**config.mk**
```make
export PLATFORM = sky130hd
export DESIGN_NAME = ifetch_pc
export DESIGN_NICKNAME = d
export VERILOG_FILES = /design/src/rtl/cpu_pkg.sv /design/src/rtl/pc_reg.sv /design/src/rtl/ifetch_pc.sv
export SDC_FILE = /design/constraint.sdc
export NUM_CORES = 1
export LEC_CHECK = 0
export ABC_AREA = 1
export ABC_CLOCK_PERIOD_IN_PS = 4950
export CAP_MARGIN = 20
export CORE_MARGIN = 10
export CORE_UTILIZATION = 50
export DETAILED_ROUTE_END_ITERATION = 7
export DONT_BUFFER_PORTS = 1
export PLACE_DENSITY = 0.67
export SLEW_MARGIN = 10
export SYNTH_ARGS = -nofsm -noshare
export SYNTH_HDL_FRONTEND = slang
export SYNTH_SLANG_ARGS = --single-unit
```
**constraint.sdc**
```tcl
create_clock -name clk -period 4.95 [get_ports clk]
set_input_delay 1.485 -clock clk [delete_from_list [all_inputs] [get_ports clk]]
set_output_delay 1.485 -clock clk [all_outputs]
set_load 0.05 [all_outputs]
```
**src/rtl/cpu_pkg.sv**
```systemverilog
`default_nettype none
// ============================================================================
//  Module      : cpu_pkg
//  Description : Shared definitions for the core front end: fetch sequencer
//                state encoding, the default reset PC and the canonical NOP.
//  Revision    : 1.0 - initial release
// ============================================================================
package cpu_pkg;

    // Fetch sequencer states. ST_IDLE must stay the reset state.
    typedef enum logic [2:0] {
        ST_IDLE  = 3'd0,
        ST_FETCH = 3'd1,
        ST_WAIT  = 3'd2,
        ST_HOLD  = 3'd3,
        ST_ERR   = 3'd4
    } fetch_state_t;

    localparam logic [31:0] RESET_PC_DEFAULT = 32'h8000_0000;

    // addi x0, x0, 0
    localparam logic [31:0] INST_NOP = 32'h0000_0013;

endpackage : cpu_pkg
`default_nettype wire

```
**src/rtl/pc_reg.sv**
```systemverilog
`default_nettype none
// ============================================================================
//  Module      : pc_reg
//  Description : Program-counter register with load enable and an
//                asynchronous active-high reset to RESET_VAL.
//  Ports       : clk  - clock
//                rst  - asynchronous active-high reset
//                load - capture d on the next rising edge
//                d    - value to load
//                q    - current register value
//  Revision    : 1.0 - initial release
// ============================================================================
module pc_reg #(
    parameter int               WIDTH     = 32,
    parameter logic [WIDTH-1:0] RESET_VAL = '0
) (
    input  logic             clk,
    input  logic             rst,
    input  logic             load,
    input  logic [WIDTH-1:0] d,
    output logic [WIDTH-1:0] q
);

    logic [WIDTH-1:0] pc_q;
    logic [WIDTH-1:0] pc_d;

    always_comb begin
        pc_d = pc_q;
        if (load) begin
            pc_d = d;
        end
    end

    always_ff @(posedge clk or posedge rst) begin
        if (rst) begin
            pc_q <= RESET_VAL;
        end else begin
            pc_q <= pc_d;
        end
    end

    assign q = pc_q;

endmodule : pc_reg
`default_nettype wire

```
**src/rtl/ifetch_pc.sv**
```systemverilog
`default_nettype none
// ============================================================================
//  Module      : ifetch_pc
//  Description : Program counter and instruction-fetch sequencer. Fetches the
//                word at currentPC over a req/ready + rvalid port, holds it
//                for decode, and loads nextPC when pc_update commits.
//  Ports       : clk, rst                  - clock, async active-high reset
//                nextPC, pc_update         - next PC and its commit pulse
//                imem_req/addr/ready       - fetch request channel
//                imem_rvalid/rdata         - fetch response channel
//                inst_valid, inst          - fetched instruction to decode
//                currentPC                 - architectural PC
//                fetch_err                 - sticky misaligned-PC flag
//  Revision    : 1.0 - initial release
// ============================================================================
module ifetch_pc
    import cpu_pkg::*;
#(
    parameter logic [31:0] RESET_PC = RESET_PC_DEFAULT,
    parameter int          XLEN     = 32   // only 32 is supported
) (
    input  logic            clk,
    input  logic            rst,
    input  logic [XLEN-1:0] nextPC,
    input  logic            pc_update,
    output logic            imem_req,
    output logic [XLEN-1:0] imem_addr,
    input  logic            imem_ready,
    input  logic            imem_rvalid,
    input  logic [XLEN-1:0] imem_rdata,
    output logic            inst_valid,
    output logic [XLEN-1:0] inst,
    output logic [XLEN-1:0] currentPC,
    output logic            fetch_err
);

    fetch_state_t    state_q, state_d;
    logic [XLEN-1:0] inst_q, inst_d;
    logic            inst_valid_q, inst_valid_d;
    logic            pc_load;
    logic            misaligned;

    pc_reg #(
        .WIDTH     (XLEN),
        .RESET_VAL (RESET_PC)
    ) u_pc_reg (
        .clk  (clk),
        .rst  (rst),
        .load (pc_load),
        .d    (nextPC),
        .q    (currentPC)
    );

    assign misaligned = (currentPC[1:0] != 2'b00);

    // Response data is only looked at in WAIT, so an rvalid arriving in the
    // accept cycle, or a stale one after reset, is dropped by construction.
    always_comb begin
        state_d      = state_q;
        inst_d       = inst_q;
        inst_valid_d = inst_valid_q;
        pc_load      = 1'b0;
        case (state_q)
            ST_IDLE: begin
                state_d = ST_FETCH;
            end
            ST_FETCH: begin
                if (misaligned) begin
                    state_d = ST_ERR;
                end else if (imem_ready) begin
                    state_d = ST_WAIT;
                end
            end
            ST_WAIT: begin
                if (imem_rvalid) begin
                    inst_d       = imem_rdata;
                    inst_valid_d = 1'b1;
                    state_d      = ST_HOLD;
                end
            end
            ST_HOLD: begin
                if (pc_update) begin
                    pc_load      = 1'b1;
                    inst_valid_d = 1'b0;
                    state_d      = ST_FETCH;
                end
            end
            ST_ERR: begin
                inst_valid_d = 1'b0;
            end
            default: begin
                state_d      = ST_IDLE;
                inst_valid_d = 1'b0;
            end
        endcase
    end

    always_ff @(posedge clk or posedge rst) begin
        if (rst) begin
            state_q      <= ST_IDLE;
            inst_q       <= INST_NOP;
            inst_valid_q <= 1'b0;
        end else begin
            state_q      <= state_d;
            inst_q       <= inst_d;
            inst_valid_q <= inst_valid_d;
        end
    end

    // Request is decoded straight from the registered state so the address
    // (currentPC) and req are both stable for the whole FETCH stall.
    assign imem_req   = (state_q == ST_FETCH) && !misaligned;
    assign imem_addr  = currentPC;
    assign inst       = inst_q;
    assign inst_valid = inst_valid_q;
    assign fetch_err  = (state_q == ST_ERR);

endmodule : ifetch_pc
`default_nettype wire

```
==> metrics <==
status finished clean; Worst Setup Start Kind flop; FF-to-FF End u_pc_reg.q[22]; Core ar. 5920 um2; worst path required time 3.46 ns; CP peak stage delay 0.75 ns; Synth-to-Final Area Change -1.26%; H-tree Lvls 3; fin. max-slew vios 0; I/O pin cnt 168; Yosys reg bits 68; DRC 0; vias per std cell 5.41; critical path type reg -> out; CP max stage cell dfrtp_1; setup bufs post-CTS 0; Hold Buf Count CTS 0; Initial Util 0.518; TritonCTS buffer count 9; die height 98.3 um; fin area 3030 um2; # nets final 379; Root Buffer clkbuf_8; CTS tree built; Critical R2R Launch state_q[0]; Reg clk slew, reported paths 0.07 ns; CP Capture Type output pin; syn_area_per_cell 8.76 um2; DRT Wirelength 7350 um; Initial DRC Count 83; Critical Path Stages 3; fmax 0.285 GHz; worst clock skew 0.00760 ns; Yosys Warn Count 0; Crit path buffers/inverters 1; remaining antenna violation count after routing 0; CTS resizes 0; register area share after synthesis 0.557; slew margin rel. 0.319; crit-path max FO 4; share of layout cells above drive strength 1 0.0952; Mapped Area 3070 um2; max cap viols 0; Max Root-Sink Buffers 2; Arr. time, crit path 2.02 ns; placed instance area 2800 um2; DIE AREA 9670 um2; Hold Path Cell Cnt 2; FF-to-FF path depth 5; # diodes 0; DR pass1 iterations 4; Post-DP HPWL 5160 um; post-synthesis cell count 350; crit path time final 3.50 ns; TNS Setup 0 ns; GR Overflow Total 0; vias in the first global route 2,104; crit-path leading delay family flip-flops; row count 28; clock sink count 68; Post-Syn Nets 419; wire length per cell 18.9 um; IO Port Bufs 0; vias post-DR 2,110; cells along the critical path nor2_1, nand3_1, inv_1; pin count of the biggest net entering global routing 42; die span in x 98.3 um; R2R setup slack 3.02 ns; worst setup path endpoint imem_req; period utilization 0.708; gpl congestion 0.790; measured slew at the worst slew-check pin 1.02 ns; antenna violations before repair 0; worst skew pair latency 0.33 ns; Critical Path Start u_pc_reg.q[0]; RSZ-0062 raised after global routing false; Netlist cell types 19; Hold Crit Class reg -> reg; Fin. Hold Viols 0; Filler Cells Inserted 580; first-pass GRT wire length 11,700 um; final setup vio count 0; total track usage 0.148
[cell families after synthesis]
family,Yosys count,synth area share
AO/OA/AOI/OAI,3,0.00653
flip-flops,68,0.557
AND/OR/NAND/NOR,217,0.304
buffers and inverters,62,0.133
[per-stage QoR]
step,hold slack (ns),std cells,setup slack (ns),util
after floorplan,0.572,350,1.76,-
after global placement,0.590,374,1.85,0.473
after global routing,0.618,390,1.40,0.511
after CTS,0.603,390,1.47,0.511
final,0.603,390,1.45,0.511
after detailed placement,0.597,374,1.84,0.473
[placed cells by master, fill, tap and decap left out, drive strengths merged, types with 2 or more instances in the layout]
master      n
nand2     139
nand3      68
dfrtp      64
clkbuf     10
inv        10
nor2        8
dfstp       4
clkinvlp    3
bufinv      2
nor3        2
[per-layer routing]
layer,wire length [um],GRT usage,part of all wire,vias up
met1,3000,0.178,0.41,988
met3,809,0.0684,0.11,4
met2,3490,0.228,0.47,126
met5,0,0,0,-
met4,52,0.0540,0.0071,0
li1,-,-,-,992
[worst min-delay path by stage]
stage                     endpoint     from  slack (ns)
after global placement     inst[0]  inst[0]        0.59
after detailed placement   inst[1]  inst[1]        0.60
after CTS                  inst[1]  inst[1]        0.60
after floorplan            inst[0]  inst[0]        0.57
after global routing       inst[1]  inst[1]        0.62
final                      inst[1]  inst[1]        0.60
[cells in the mapped netlist]
master      n  area share
nand3_1    67        0.11
o211ai_1    1      0.0024
inv_2       2      0.0024
dfrtp_1    64        0.52
buf_6       3       0.011
o21ai_0     1      0.0016
nand3_2     1      0.0033
nand2_4     2      0.0073
nand2_2     1      0.0020
nand2_1   136        0.17
o21bai_1    1      0.0024
buf_2       5      0.0082
clkbuf_1    5      0.0061
nor2_4      1      0.0037
dfstp_2     4       0.034
inv_1       8      0.0098
buf_4      39       0.095
nor2_1      7      0.0086
nor3_1      2      0.0033
[registers in the layout, indices dropped and copies added, names as in the netlist]
name / flops
state_q: 3
u_pc_reg.q: 32
inst: 32
inst_valid: 1
[area by class of cell]
| class | count | area [um2] | area share |
|---|---|---|---|
| clock buffers | 10 | 138 | 0.0455 |
| flip-flops and latches | 68 | 1710 | 0.564 |
| clock inverters | 6 | 87.6 | 0.0289 |
| repair buffers | 1 | 7.51 | 0.00248 |
| well taps | 75 | 93.8 | 0.0310 |
| multi-input cells | 220 | 957 | 0.316 |
| inverters | 10 | 37.5 | 0.0124 |
[worst min-delay path: stages (launching register included)]
cell and delay, ns:
dfstp_2 0.46, nand2_1 0.10, nand2_1 0.05
Power is left out: the tool's default activity adds up to more than one toggle a clock period on the data nets, which glitch-free logic cannot reach.
